--- src/rtl/rng_pkg.sv ---
// Shared types and combinational helpers for the LFSR random source.
// Helpers work on a fixed 64-bit container; callers cast to their own width.
package rng_pkg;

  localparam int          MAX_W           = 64;
  localparam logic [15:0] DEFAULT_TAPS_16 = 16'hB400;

  typedef enum logic {IDLE, DRAW} rng_state_t;

  // One Fibonacci step: shift left, feedback bit enters at bit 0.
  function automatic logic [MAX_W-1:0] lfsr_step(input logic [MAX_W-1:0] state,
                                                 input logic [MAX_W-1:0] taps);
    return {state[MAX_W-2:0], ^(state & taps)};
  endfunction

  // Sets every bit below the most significant one; 0 stays 0.
  function automatic logic [MAX_W-1:0] smear_mask(input logic [MAX_W-1:0] x);
    logic [MAX_W-1:0] m;
    m = x;
    for (int i = 1; i < MAX_W; i = i * 2) m = m | (m >> i);
    return m;
  endfunction

endpackage

--- src/rtl/lfsr_core.sv ---
// Fibonacci LFSR register with seed load and all-zero lockup recovery.
module lfsr_core
  import rng_pkg::*;
#(
  parameter int               WIDTH = 16,
  parameter logic [WIDTH-1:0] TAPS  = WIDTH'(DEFAULT_TAPS_16),
  parameter logic [WIDTH-1:0] SEED  = WIDTH'(16'h1ACE)
) (
  input  logic             clock,
  input  logic             reset,
  input  logic             step,
  input  logic             load,
  input  logic [WIDTH-1:0] load_val,
  output logic [WIDTH-1:0] state
);

  logic [WIDTH-1:0] state_next;

  assign state_next = WIDTH'(lfsr_step(MAX_W'(state), MAX_W'(TAPS)));

  // NOTE: sequential state uses non-blocking assignments so every register
  // samples pre-edge values, independent of block ordering.
  always_ff @(posedge clock) begin
    if (reset) begin
      state <= SEED;
    end else if (load) begin
      state <= (load_val == '0) ? SEED : load_val;
    end else if (state == '0) begin
      // Zero is a fixed point of the shift; escape it whether stepping or not.
      state <= SEED;
    end else if (step) begin
      state <= state_next;
    end
  end

endmodule

--- src/rtl/lfsr_rng.sv ---
// Bounded random draws in [0, range_max] via masked rejection sampling
// on top of a free-running or on-demand LFSR.
module lfsr_rng
  import rng_pkg::*;
#(
  parameter int               WIDTH     = 16,
  parameter logic [WIDTH-1:0] TAPS      = WIDTH'(DEFAULT_TAPS_16),
  parameter logic [WIDTH-1:0] SEED      = WIDTH'(16'h1ACE),
  parameter int               OUT_W     = 6,
  parameter int               MAX_TRIES = 8
) (
  input  logic             clock,
  input  logic             reset,
  input  logic             enable,
  input  logic             seed_load,
  input  logic [WIDTH-1:0] seed_in,
  input  logic             req,
  input  logic [OUT_W-1:0] range_max,
  output logic             busy,
  output logic             valid,
  output logic [OUT_W-1:0] value,
  output logic             rnd_bit,
  output logic [WIDTH-1:0] lfsr_state
);

  localparam int               TRY_W    = (MAX_TRIES > 1) ? $clog2(MAX_TRIES) : 1;
  localparam logic [TRY_W-1:0] LAST_TRY = TRY_W'(MAX_TRIES - 1);

  rng_state_t       fsm;
  logic [OUT_W-1:0] rmax;
  logic [OUT_W-1:0] mask;
  logic [TRY_W-1:0] tries;
  logic [OUT_W-1:0] cand;
  logic             accept;
  logic             last_try;
  logic             core_step;

  assign cand     = lfsr_state[OUT_W-1:0] & mask;
  assign accept   = (cand <= rmax);
  assign last_try = (tries == LAST_TRY);
  assign rnd_bit  = ^(lfsr_state & TAPS);

  // NOTE: every always_comb output gets a default first so no path can
  // leave it unassigned and infer a latch.
  always_comb begin
    core_step = 1'b0;
    case (fsm)
      IDLE: core_step = enable | req;
      DRAW: core_step = !accept && !last_try;
    endcase
  end

  lfsr_core #(
    .WIDTH (WIDTH),
    .TAPS  (TAPS),
    .SEED  (SEED)
  ) u_core (
    .clock    (clock),
    .reset    (reset),
    .step     (core_step),
    .load     (seed_load),
    .load_val (seed_in),
    .state    (lfsr_state)
  );

  always_ff @(posedge clock) begin
    if (reset) begin
      fsm   <= IDLE;
      rmax  <= '0;
      mask  <= '0;
      tries <= '0;
      value <= '0;
      valid <= 1'b0;
      busy  <= 1'b0;
    end else begin
      valid <= 1'b0;
      if (seed_load) begin
        fsm  <= IDLE;
        busy <= 1'b0;
      end else begin
        case (fsm)
          IDLE: begin
            if (req) begin
              rmax  <= range_max;
              mask  <= OUT_W'(smear_mask(MAX_W'(range_max)));
              tries <= '0;
              fsm   <= DRAW;
              busy  <= 1'b1;
            end
          end
          DRAW: begin
            if (accept) begin
              value <= cand;
              valid <= 1'b1;
              fsm   <= IDLE;
              busy  <= 1'b0;
            end else if (last_try) begin
              // cand <= mask < 2*(rmax+1), so one subtraction lands in range.
              value <= OUT_W'({1'b0, cand} - ({1'b0, rmax} + (OUT_W + 1)'(1)));
              valid <= 1'b1;
              fsm   <= IDLE;
              busy  <= 1'b0;
            end else begin
              tries <= tries + TRY_W'(1);
            end
          end
        endcase
      end
    end
  end

endmodule

--- config.mk ---
export PLATFORM = sky130hd
export DESIGN_NAME = lfsr_rng
export DESIGN_NICKNAME = d
export VERILOG_FILES = /design/src/rtl/rng_pkg.sv /design/src/rtl/lfsr_core.sv /design/src/rtl/lfsr_rng.sv
export SDC_FILE = /design/constraint.sdc
export NUM_CORES = 1
export LEC_CHECK = 0
export ABC_CLOCK_PERIOD_IN_PS = 2930
export CORE_MARGIN = 2
export CORE_UTILIZATION = 49
export DETAILED_ROUTE_END_ITERATION = 8
export PLACE_DENSITY = 0.79
export SLEW_MARGIN = 15
export SYNTH_ARGS = -nofsm -noshare
export SYNTH_HDL_FRONTEND = slang
export SYNTH_SLANG_ARGS = --single-unit
--- constraint.sdc ---
create_clock -name clock -period 2.93 [get_ports clock]
set_clock_uncertainty 0.2 [all_clocks]
set_input_delay 0.4395 -clock clock [delete_from_list [all_inputs] [get_ports clock]]
set_output_delay 0.4395 -clock clock [all_outputs]
set_load 0.02 [all_outputs]
Word-level counts from Yosys, hierarchy flattened
Cells that the tools add are included.
Widths: inputs -> output; s select.

storage, ports and cells
  memories = 0
  bits of input ports = 27
  memory bits (writable) = 0
  register bits = 40
  bits in latches = 0
  ROM bits = 0

operators by class
  add/subtract/negate cells = 3
  eq/ne operators = 5
  $mul = 0
  reductions and logical operators = 15
  muxes and demuxes = 21
  divide/modulo/power cells = 0
  shifts and indexed selects = 0
  order comparisons = 1
  bitwise gates (word level) = 10

operator list
  operator             count
  $mux 16              4
  $reduce_xor 64->1    1
  $logic_not 16->1     2
  $or 6x1->6 const B   3
  $reduce_xor 16->1    1
  $mux 6               2
  $mux 3               3
  $mux 1               8
  $add 6x1->6 const B  1
  $and 6x6->6          1
  $le 6x6->1           1
  $ne 2x2->1 const B   3
  $or 6x2->6           1
  $or 6x4->6           1
  $or 6x5->6           1
  $pmux 1 s2           3
  $pmux 3 s2           1
  $reduce_and 3->1     2
  $sub 6x6->6          1
  $reduce_and 4->1     1
  $add 3x1->3 const B  1
  $eq 3x3->1 const B   1
  $ne 3x1->1 const B   1
  $reduce_bool 3->1    1
  8 further kinds      10

Depth between registers and ports, before layout
  depth after elaboration = 8
  mapped depth = 10
  depth with buffers taken out = 10

Hierarchy
From an unflattened synthesis, not the netlist that was laid out.

second synthesis, totals
  cell total of the unflattened synthesis = 263
  area total of the unflattened synthesis = 2265.9 um^2

by module, submodules not included
  module     sequential area each (um^2)  cells an instance  times used  area each (um^2)
  lfsr_rng   460.4                        162                1           1408.9
  lfsr_core  320.3                        101                1           857.1

Worst setup path before layout
No wires, ideal clock.

  path type = register to register
  start point = register u_core.state[1]
  end point = register u_core.state[7]
  setup slack = 0.465 ns
  clock period less this slack = 2.465 ns
  cell stages (with the launch flop) = 9
  library setup time = 0.122 ns
  required time = 2.608 ns
  arrival = 2.143 ns
  path through = dfxtp_1 > nand2_1 > inv_1 > ha_1 > and2_1 > a41oi_2 > o31ai_4 > mux2_2 > a221o_1

on the way
  word-level cells in the longest chain between the ends = 6

ends and longest elaborated chain
  what                                line             text
  from (decl)                         lfsr_core.sv:14  output logic [WIDTH-1:0] state
  from (signal assigned)              lfsr_core.sv:27  state <= (load_val == '0) ? SEED : load_val;
  from (signal assigned)              lfsr_core.sv:32  state <= state_next;
  $and 6x6->6                         lfsr_rng.sv:38   assign cand = lfsr_state[OUT_W-1:0] & mask;
  $le 6x6->1                          lfsr_rng.sv:39   assign accept = (cand <= rmax);
  $logic_not 1->1                     lfsr_rng.sv:49   DRAW: core_step = !accept && !last_try;
  $logic_and 1x1->1                   lfsr_rng.sv:49
  $pmux 1 s2                          lfsr_rng.sv:47   case (fsm)
  $reduce_bool 3->1 (no source line)  --

Several ways; a longest one is shown, not always the timed one.
A chain may end at the register's enable or synchronous reset.

Worst setup path in the final report
  start point = register u_core.state[12]
  end point = output rnd_bit

on the way
  word-level cells in the longest chain between the ends = 1

ends and longest elaborated chain
  what               line            text
  $reduce_xor 16->1  lfsr_rng.sv:41  assign rnd_bit = ^(lfsr_state & TAPS);
  to (decl)          lfsr_rng.sv:22  output logic rnd_bit,

No other way between the ends.

==> key figures <==
CTS
  • Post-CTS resize count: 0
  • CTS HTree Levels: 2
  • Hold Buf Count CTS: 0
  • CTS root buf: clkbuf_8
  • Cts bufs inserted: 5
  • CTS max path bufs: 2
  • CTS sink cnt: 39
  • Buffer count from post-CTS setup fixing: 0
  • CTS tree: built
  • Worst skew pair latency: a little under 0.3 ns
  • Clock-pin slew of the registers on the worst-case setup and hold paths: ~0.08 ns

STA
  • Final slew viol count: 0
  • Tcrit/Tclk final: 90.0%
  • Achievable frequency: ~0.38 GHz
  • Setup repair after global routing missed its margin: false
  • Period minus WS final: ~2.6 ns
  • Rel. slew slack: 60.3%
  • Slew @ Worst Pin: between 0.5 and 0.6 ns
  • Sum Neg Setup Slack: 0 ns
  • Hold Fails Final Rpt: 0
  • Final Setup Violations: 0

Detailed routing
  • Initial drt markers: 160
  • Via count: 2154
  • Met2 wire len: 2730 µm
  • DRC viols: 0
  • Vias per cell: between 5 and 6
  • Routed wl met3: slightly below 400 µm
  • Post-route antenna net violation count: 0
  • M1 WL: between 2000 and 3000 µm
  • Detailed-router iteration count before antenna repair: 4
  • Wire per inst: approximately 17 µm
  • Max Used Layer: met4
  • Post-Route WL: between 5000 and 6000 µm

Worst setup path
  • WS Path Type: register to output port
  • Data arrival time of the critical path: roughly 2.0 ns
  • Worst R2R Path Depth: 8
  • Setup crit end: rnd_bit
  • Crit. Startpoint: u_core.state[12]
  • Largest stage delay on the critical path: around 0.64 ns
  • Worst Setup Start Kind: register
  • Worst path cell trace: inv_1 > ha_1 > xnor2_1 > xnor2_1 > clkdlybuf4s50_1
  • Critical Path RT: roughly 2.3 ns
  • Slowest-stage cell, CP: clkdlybuf4s50_1
  • Reg2Reg Capture Point: value[4]
  • Crit Path Max Fanout: 2
  • Element type at the critical path end: output port
  • R2r startpoint: u_core.state[1]
  • CP dominant cell by count: xnor2_1
  • Setup slack, reg-to-reg: 0.40 ns

Worst hold path
  • Hold crit path type: register to register

Yosys
  • Xor/xnor share of the synthesized area: ~1.6%
  • Synth Register Bits: 39
  • Area share of fa/ha/maj cells after synthesis: 6.12%
  • Synthesized area per cell: a little under 9 µm²
  • Post-synth net total: about 280
  • Ys flop type: dfxtp_1
  • Synth Warn #: 0
  • Synth async-reset ratio: 0%
  • Post-Syn Instances: around 250
  • Post-synth EDFFs: 0
  • Synth Area in Compound Gates: 28.3%
  • Synth Cell Area: 2170 µm²
  • Post-Synth Simple-Gate Area: between 20% and 30%
  • Post-synthesis mux area share: around 3.3%
  • Main combinational cell family by area after synthesis: compound AO/OA/AOI/OAI gates
  • Synth unique cells: 53
  • Post-synthesis sequential area ratio: approximately 36%

Layout
  • Layout cells sized above 1: 11.0%
  • FF+latch area: around 800 µm²
  • Antenna diodes: 0
  • Area taken by multi-input logic gates: around 1300 µm²
  • Fin util: between 60 and 70%
  • Area grow syn2layout: 33.8%
  • Nets@finish: ~340
  • Fillers: about 360

Floorplanning
  • Die ar.: ~5000 µm²
  • Boundary Pins: 52
  • Die boundary height: between 70 and 80 µm
  • Starting density of the core: between 50% and 60%
  • Horiz. Die Dim: approximately 70 µm
  • Core ar.: 4290 µm²
  • Row cnt: 24

Placement
  • DP Wirelength: 4790 µm
  • Port buffer count: 51
  • Routability Congestion: slightly below 1

Power
  • Comb pwr share: 31.8%
  • Worst VDD drop: roughly 0.00032 V
  • Leakage: 1.07 nW
  • Flop pwr share: 39.0%
  • Sw Share: approximately a third
  • P per Cell Area: around 530 nW/µm²
  • Final Total Pwr: between 1.5 and 2 mW
  • Psw: between 0.4 and 0.5 mW
  • Int Pwr: approximately 1.0 mW
  • Power share of the clock group: between 20% and 30%

Global route
  • Grt total ovfl: 0
  • Global Route Usage Sum: 25.4%
  • Initial antenna violation count: 0
  • Vias in the first global route: 2059
  • First-pass GRT wire length: roughly 10000 µm
  • Largest net degree at the start of global routing: 19

Flow run
  • Max Cap Viol: 0

Run status
  • Run status: complete, no violations
-- routing by layer --
metal	up-vias	global-route usage, %
met4	0	10.0
li1	1056	-
met5	-	0
met3	15	5.05
met1	999	36.0
met2	84	38.2
-- cells by family (layout without fill, tap and decap cells) --
family / after synthesis / count (layout)
compound gates: 79 / 79
mux: 7 / 7
flops: 39 / 39
xor+xnor: 4 / 4
buf+inv: 23 / 84
simple gates: 85 / 85
fa+ha+maj: 10 / 10
-- sequential cells by signal, indices dropped and copies added, names as in the netlist --
name	flops
busy	1
u_core.state	16
valid	1
fsm	1
mask	5
value	6
tries	3
rmax	6
-- how the worst min path moves through the flow --
| stage | from | to | slack, ns | depth (start not counted) |
|---|---|---|---|---|
| 3_5_place_dp | rmax[3] | rmax[3] | 0.25 | 2 |
| 3_3_place_gp | rmax[2] | rmax[2] | 0.25 | 2 |
| 6_report | rmax[3] | rmax[3] | 0.26 | 2 |
| 5_1_grt | rmax[3] | rmax[3] | 0.29 | 2 |
| 2_1_floorplan | rmax[2] | rmax[2] | 0.24 | 2 |
| 4_1_cts | rmax[3] | rmax[3] | 0.26 | 2 |
-- cells in the mapped netlist, types with 2 or more instances --
master    number  area (µm²)
a21o_1         2        15.0
mux2_2         2        22.5
a22oi_1        5        37.5
nor4b_1        2        17.5
o311ai_1       4        35.0
nor2b_1        3        18.8
mux2i_1        5        50.1
a211oi_1       7        52.6
nand2b_1       3        18.8
nor4_1         8        50.1
a21oi_1       18        90.1
o21a_1         2        15.0
inv_1         13        48.8
o21ai_0        3        15.0
clkbuf_1       8        30.0
nand4_1        3        18.8
ha_1           9         113
nor2_1        25        93.8
and2_1         4        25.0
and2_4         2        17.5
o22ai_1        3        18.8
nor3_1         8        40.0
a221oi_1       8        70.1
xnor2_1        4        35.0
dfxtp_1       39         781
nand2_1       19        71.3
o211ai_1      12        90.1
-- critical path, delay by kind of cell, from the launching register on --
kind / cells / cell delay, ns
flip-flops: 1 / 0.37
buffers and inverters: 2 / 0.70
adder cells (fa/ha/maj): 1 / 0.30
XOR/XNOR: 2 / 0.35
-- through the flow --
stage / instance area (µm²) / setup WS (ns) / hold WS [ns] / cells
after floorplan: 2170 / 0.465 / 0.236 / 247
after global placement: 2790 / 0.446 / 0.246 / 352
after detailed placement: 2790 / 0.404 / 0.254 / 352
after CTS: 2900 / 0.286 / 0.265 / 360
after global routing: 2900 / 0.158 / 0.290 / 360
final: 2900 / 0.293 / 0.265 / 360
-- cells in the final DEF (no fill, tap or decap), types with 9 or more instances in the layout --
master	count
ha_1	9
inv_1	13
clkdlybuf4s50_1	51
dfxtp_1	39
nand2_1	19
a21oi_1	18
buf_4	12
o211ai_1	12
nor2_1	25
-- area by class of cell --
cell class              instances  share of cell area, %
clock buffers                   5                   2.37
inverters                      13                   1.68
multi-input cells             185                   44.6
clock inverters                 3                   1.51
flip-flops and latches         39                   26.9
well taps                      52                   2.24
repair buffers                 63                   20.7
-- power groups by stage --
stage / clock (mW) / sequential, mW / combinational, mW
2_1_floorplan: 0 / 0.638 / 0.273
3_3_place_gp: 0 / 0.610 / 0.484
3_5_place_dp: 0 / 0.611 / 0.485
4_1_cts: 0.455 / 0.599 / 0.488
5_1_grt: 0.472 / 0.604 / 0.531
6_report: 0.448 / 0.599 / 0.489
Power figures use the tool's default switching activity.
==> RTL edit 1: new RTL, same settings <==
Add an input register stage for `enable`, `seed_load`, `seed_in`, `req` and `range_max`, without a reset; this delays them by one clock.
--- a/src/rtl/lfsr_rng.sv
+++ b/src/rtl/lfsr_rng.sv
@@ -28,2 +28,16 @@
 
+  logic enable_q;
+  logic seed_load_q;
+  logic [WIDTH-1:0] seed_q;
+  logic req_q;
+  logic [OUT_W-1:0] range_max_q;
+
+  always_ff @(posedge clock) begin
+    enable_q    <= enable;
+    seed_load_q <= seed_load;
+    seed_q      <= seed_in;
+    req_q       <= req;
+    range_max_q <= range_max;
+  end
+
   rng_state_t       fsm;
@@ -47,3 +61,3 @@
     case (fsm)
-      IDLE: core_step = enable | req;
+      IDLE: core_step = enable_q | req_q;
       DRAW: core_step = !accept && !last_try;
@@ -60,4 +74,4 @@
     .step     (core_step),
-    .load     (seed_load),
-    .load_val (seed_in),
+    .load     (seed_load_q),
+    .load_val (seed_q),
     .state    (lfsr_state)
@@ -76,3 +90,3 @@
       valid <= 1'b0;
-      if (seed_load) begin
+      if (seed_load_q) begin
         fsm  <= IDLE;
@@ -82,5 +96,5 @@
           IDLE: begin
-            if (req) begin
-              rmax  <= range_max;
-              mask  <= OUT_W'(smear_mask(MAX_W'(range_max)));
+            if (req_q) begin
+              rmax  <= range_max_q;
+              mask  <= OUT_W'(smear_mask(MAX_W'(range_max_q)));
               tries <= '0;
Check against the original RTL: not equivalent (Yosys sat finds a counterexample within 4 cycles, from zero or initial values and one cycle with reset high).
==> RTL edit 1 against the original RTL <==
Sequential share of layout area rose by 9.4 points; critical path type is now flop to flop; cell area rose by 22%; power rose by 48%; routed wire length rose by 7.3%; largest power group unchanged; setup slack got worse by 0.11 ns; area after synthesis rose by 27%; combinational power fell by 6.3%; synthesized cell count rose by 13%; sequential cell count rose by 25.
==> RTL edit 1: results (changes against the original RTL) <==
worst_setup_path:
  crit_end: "u_core.state[7]"  # was rnd_bit
  cpPeakStageDelay_ns: 0.46  # was 0.64 ns
  crit_fanout: 14  # was 2
  r2r_start: "u_core.state[4]"  # was u_core.state[1]
  reg2reg_to: "u_core.state[7]"  # was value[4]
  slowest_stage: "o31a_1"  # was clkdlybuf4s50_1
  r2r_slack_ns: 0.18  # was 0.40 ns
  crit_family: "compound AO/OA/AOI/OAI gates"  # was buffers and inverters
  arrival_ns: 2.78  # was 2.00 ns
layout:
  drive_gt1_frac: 0.119  # was 0.110
  fin_util: 0.645  # was 0.675
  biggestRegsByFlops: "seed_q x16, u_core.state x16"  # was u_core.state x16, rmax x6, value x6
  num-fill-cells: 446  # was 357
  nNetsFinal: 368  # was 344
yosys:
  synth_nets: 316  # was 284
  synth_mux_area_frac: 0.0199  # was 0.0335
  ys_top_cells_by_count: "64 x dfxtp_1, 25 x a21oi_1, 21 x nor2_1"  # was 39 x dfxtp_1, 25 x nor2_1, 19 x nand2_1
  syn_area_per_cell_um2: 9.89  # was 8.78 µm²
  ys_types: 56  # was 53
  synth_compound_area_frac: 0.241  # was 0.283
  synthAdderAreaFrac: 0.0481  # was 0.0612
  ys_seq_area_frac: 0.464  # was 0.360
  yosys.area_share.xor_xnor: 0.00952  # was 0.0162
  synth_area_leaders: "dfxtp_1 46%, a21oi_1 4.5%, a221oi_2 4.4%"  # was dfxtp_1 36%, ha_1 5.2%, nor2_1 4.3%
  ys_warn_count: 0  # unchanged
grt:
  met2_usage: 0.353  # was 0.382
  grt_start_max_net_pins: 20  # was 19
  grt_pass1_vias: 2291  # was 2059
  grt_use_met3: 0.0455  # was 0.0505
  grt_usage: 0.227  # was 0.254
  grt_pass1_wl_mm: 11.0  # was 10.1 mm
  grt_use_met1: 0.295  # was 0.360
routing:
  vias: 2316  # was 2154
  routed_wl_mm: 6.44  # was 6.00 mm
  initialDrtViolationCount: 101  # was 160
  top_layer_used: "met4"  # unchanged
  wl_met1_mm: 2.84  # was 2.73 mm
  met2_length_mm: 3.00  # was 2.73 mm
  routed-wl-met3_um: 419  # was 394 µm
  via_per_inst: 5.68  # was 5.98
placement:
  hpwl_mm: 4.75  # was 4.79 mm
  place_congestion: 0.901  # was 0.960
  dp_cells: 392  # was 352
  placed_area_mm2: 0.00331  # was 0.00279 mm²
  dpl_worst_slack_ns: 0.223  # was 0.404 ns
cts:
  clockBufferDepth: 2  # unchanged
  insertion_delay_ns: 0.34  # was 0.29 ns
  h-tree-depth: 3  # was 2
  numCtsBuffers: 9  # was 5
sta:
  timing.hold.ws_ns: 0.260  # was 0.265 ns
  maxSlewHeadroom: 0.471  # was 0.603
  fin_crit_sh: 0.939  # was 0.900
outcome:
  status: "finished clean"  # unchanged
hold_path:
  hold_end: "rmax[4]"  # was rmax[3]
  worstHoldPathCells: 2  # unchanged
power_and_ir_drop:
  finalPower_mw: 2.27  # was 1.54 mW
  leakagePower_nw: 1.36  # was 1.07 nW
  ir_drop_mv: 0.443  # was 0.323 mV
  p_int_mw: 1.62  # was 1.05 mW
  seq_power_share: 0.430  # was 0.390
-- RTL edit 1: cell count changes after synthesis, moves of 3 or more --
| cell | unedited run | this run |
|---|---|---|
| a221oi_2 | 0 | 8 |
| inv_1 | 13 | 16 |
| a211oi_1 | 7 | 4 |
| dfxtp_1 | 39 | 64 |
| o211ai_1 | 12 | 5 |
| o311ai_1 | 4 | 1 |
| a221oi_1 | 8 | 0 |
| a221o_1 | 1 | 6 |
| a21oi_1 | 18 | 25 |
| nor2_1 | 25 | 21 |
| nor2b_1 | 3 | 8 |
-- RTL edit 1: layout make-up --
type | instances | area share
Inverter | 16 | 0.0170
Tap cell | 72 | 0.0255
Multi-Input combinational cell | 182 | 0.372
Clock buffer | 9 | 0.0351
Timing Repair Buffer | 58 | 0.160
Clock inverter | 7 | 0.0273
Sequential cell | 64 | 0.363
==> RTL edit 2: new RTL, config.mk and constraints unchanged <==
Made on the original files. `WIDTH` is set to 16 in 2 places; all go to 14.
--- a/src/rtl/lfsr_core.sv
+++ b/src/rtl/lfsr_core.sv
@@ -4,3 +4,3 @@
 #(
-  parameter int               WIDTH = 16,
+  parameter int               WIDTH = 14,
   parameter logic [WIDTH-1:0] TAPS  = WIDTH'(DEFAULT_TAPS_16),
--- a/src/rtl/lfsr_rng.sv
+++ b/src/rtl/lfsr_rng.sv
@@ -5,3 +5,3 @@
 #(
-  parameter int               WIDTH     = 16,
+  parameter int               WIDTH     = 14,
   parameter logic [WIDTH-1:0] TAPS      = WIDTH'(DEFAULT_TAPS_16),
Ports: changed (resized lfsr_state and seed_in); port bits go from 52 to 48. The function was not compared with the original's and may differ.
==> RTL edit 2 against the original RTL <==
Setup slack worse by 0.040 ns; routed wire length shrank 8.5%; area after synthesis fell by 5.9%; global-route usage decreased by 0.16 points; sequential cell count shrank 2; cell area shrank 8.9%; clock power shrank 19%; power is 15% lower; die area shrank 5.6%; critical endpoint is now u_core.state[10].
==> RTL edit 2: results (changes against the original RTL) <==
layout:
  fin_util: 0.661  # was 0.675
  drive_gt1_frac: 0.0680  # was 0.110
  num-fill-cells: 358  # was 357
  nNetsFinal: 329  # was 344
  n_antenna_cell: 0  # unchanged
  biggestRegsByFlops: "u_core.state x14, rmax x6, value x6"  # was u_core.state x16, rmax x6, value x6
grt:
  grt_usage: 0.253  # was 0.254
  grt_start_max_net_pins: 25  # was 19
  grt_pass1_wl_mm: 8.70  # was 10.1 mm
  grt_pass1_vias: 1776  # was 2059
  antenna_found_initial: 0  # unchanged
  overflow: 0  # unchanged
yosys:
  synth_nets: 283  # was 284
  ys_types: 46  # was 53
  syn_area_per_cell_um2: 8.23  # was 8.78 µm²
  synth_area_leaders: "dfxtp_1 36%, ha_1 5.5%, nand2_1 4.0%"  # was dfxtp_1 36%, ha_1 5.2%, nor2_1 4.3%
  ys_warn_count: 0  # unchanged
  ys_seq_area_frac: 0.363  # was 0.360
  ys_top_cells_by_count: "37 x dfxtp_1, 22 x nand2_1, 21 x nor2_1"  # was 39 x dfxtp_1, 25 x nor2_1, 19 x nand2_1
cts:
  clock-root-buffer: "clkbuf_8"  # unchanged
  cts_resized: 0  # unchanged
  insertion_delay_ns: 0.29  # about the same
  clk_pin_slew_ns: 0.07
routing:
  via_per_inst: 5.97  # was 5.98
  dr.pass1.iters: 5  # was 4
  wire_per_inst_um: 16.0  # was 16.7 µm
  initialDrtViolationCount: 217  # was 160
  vias: 2054  # was 2154
outcome:
  status: "finished clean"  # unchanged
placement:
  place_congestion: 0.933  # was 0.960
  dpl_worst_slack_ns: 0.351  # was 0.404 ns
  hpwl_mm: 4.18  # was 4.79 mm
  dp_cells: 337  # was 352
  port_buffers: 47  # was 51
power_and_ir_drop:
  ir_drop_mv: 0.363  # was 0.323 mV
  leakagePower_nw: 1.02  # was 1.07 nW
worst_setup_path:
  arrival_ns: 2.64  # was 2.00 ns
  crit_fanout: 9  # was 2
  cpPeakStageDelay_ns: 0.41  # was 0.64 ns
  slowest_stage: "dfxtp_1"  # was clkdlybuf4s50_1
sta:
  worstMarginPinSlew_ns: 0.493  # was 0.590 ns
## RTL edit 2: changes by cell type in the layout (fill, tap and decap cells not counted), moves of 5 or more
cell | before | now
o211ai_1 | 12 | 3
buf_4 | 12 | 6
a22oi_1 | 5 | 0
a21oi_1 | 18 | 10
o22ai_1 | 3 | 8
o21ai_0 | 3 | 12
inv_1 | 13 | 19
a31oi_1 | 0 | 8
## RTL edit 2: kinds of logic (layout without fill, tap and decap cells)
kind of cell | Yosys count | after routing | synth area share
simple gates | 87 | 87 | 0.218
compound gates | 75 | 75 | 0.261
flops | 37 | 37 | 0.363
buf+inv | 33 | 79 | 0.0656
fa+ha+maj | 10 | 10 | 0.0650
xor+xnor | 3 | 3 | 0.0129
mux | 3 | 3 | 0.0153
## RTL edit 2: final cells by class
type,count,area (µm²),share of cell area
Clock buffer,7,86.3,0.0327
Inverter,19,71.3,0.0270
Sequential cell,37,741,0.280
Tap cell,50,62.6,0.0237
Timing Repair Buffer,53,515,0.195
Multi-Input combinational cell,178,1170,0.441
## RTL edit 2: layer usage
layer / vias to the layer above / part of all wire / GRT usage
li1: 997 / - / -
met1: 963 / 0.47 / 0.375
met2: 85 / 0.45 / 0.352
met3: 9 / 0.068 / 0.0552
met4: 0 / 0.019 / 0.0975
met5: - / 0 / 0
## RTL edit 2: path summary, 6_finish.rpt
check | slack, ns | endpoint | start | cells after the start
setup / recovery | 0.25 | u_core.state[10] | u_core.state[4] | 8
hold / removal | 0.26 | rmax[2] | rmax[2] | 2
setup reg to reg | 0.25 | u_core.state[10] | u_core.state[4] | 8
hold reg to reg | 0.26 | rmax[2] | rmax[2] | 2
## RTL edit 2: through the flow
stage | hold WS (ns) | area (µm²) | power [mW]
3_3_place_gp | 0.245 | 2560 | 0.948
3_5_place_dp | 0.253 | 2560 | 0.953
6_report | 0.261 | 2640 | 1.31
5_1_grt | 0.291 | 2640 | 1.37
4_1_cts | 0.263 | 2640 | 1.31
2_1_floorplan | 0.236 | 2040 | 0.812
## RTL edit 2: power breakdown
| part | switching, mW | total, mW | internal, mW | leakage, nW |
|---|---|---|---|---|
| Combinational | 0.205 | 0.380 | 0.175 | 0.672 |
| Clock | 0.174 | 0.361 | 0.187 | 0.0443 |
| Sequential | 0.0330 | 0.570 | 0.537 | 0.304 |
| Total | 0.412 | 1.31 | 0.899 | 1.02 |
## RTL edit 2: critical path: cells and delay by family (launching register included)
| family | cells | cell delay (ns) |
|---|---|---|
| simple gates | 2 | 0.44 |
| buf+inv | 1 | 0.25 |
| fa+ha+maj | 1 | 0.29 |
| flops | 1 | 0.41 |
| compound gates | 4 | 0.96 |
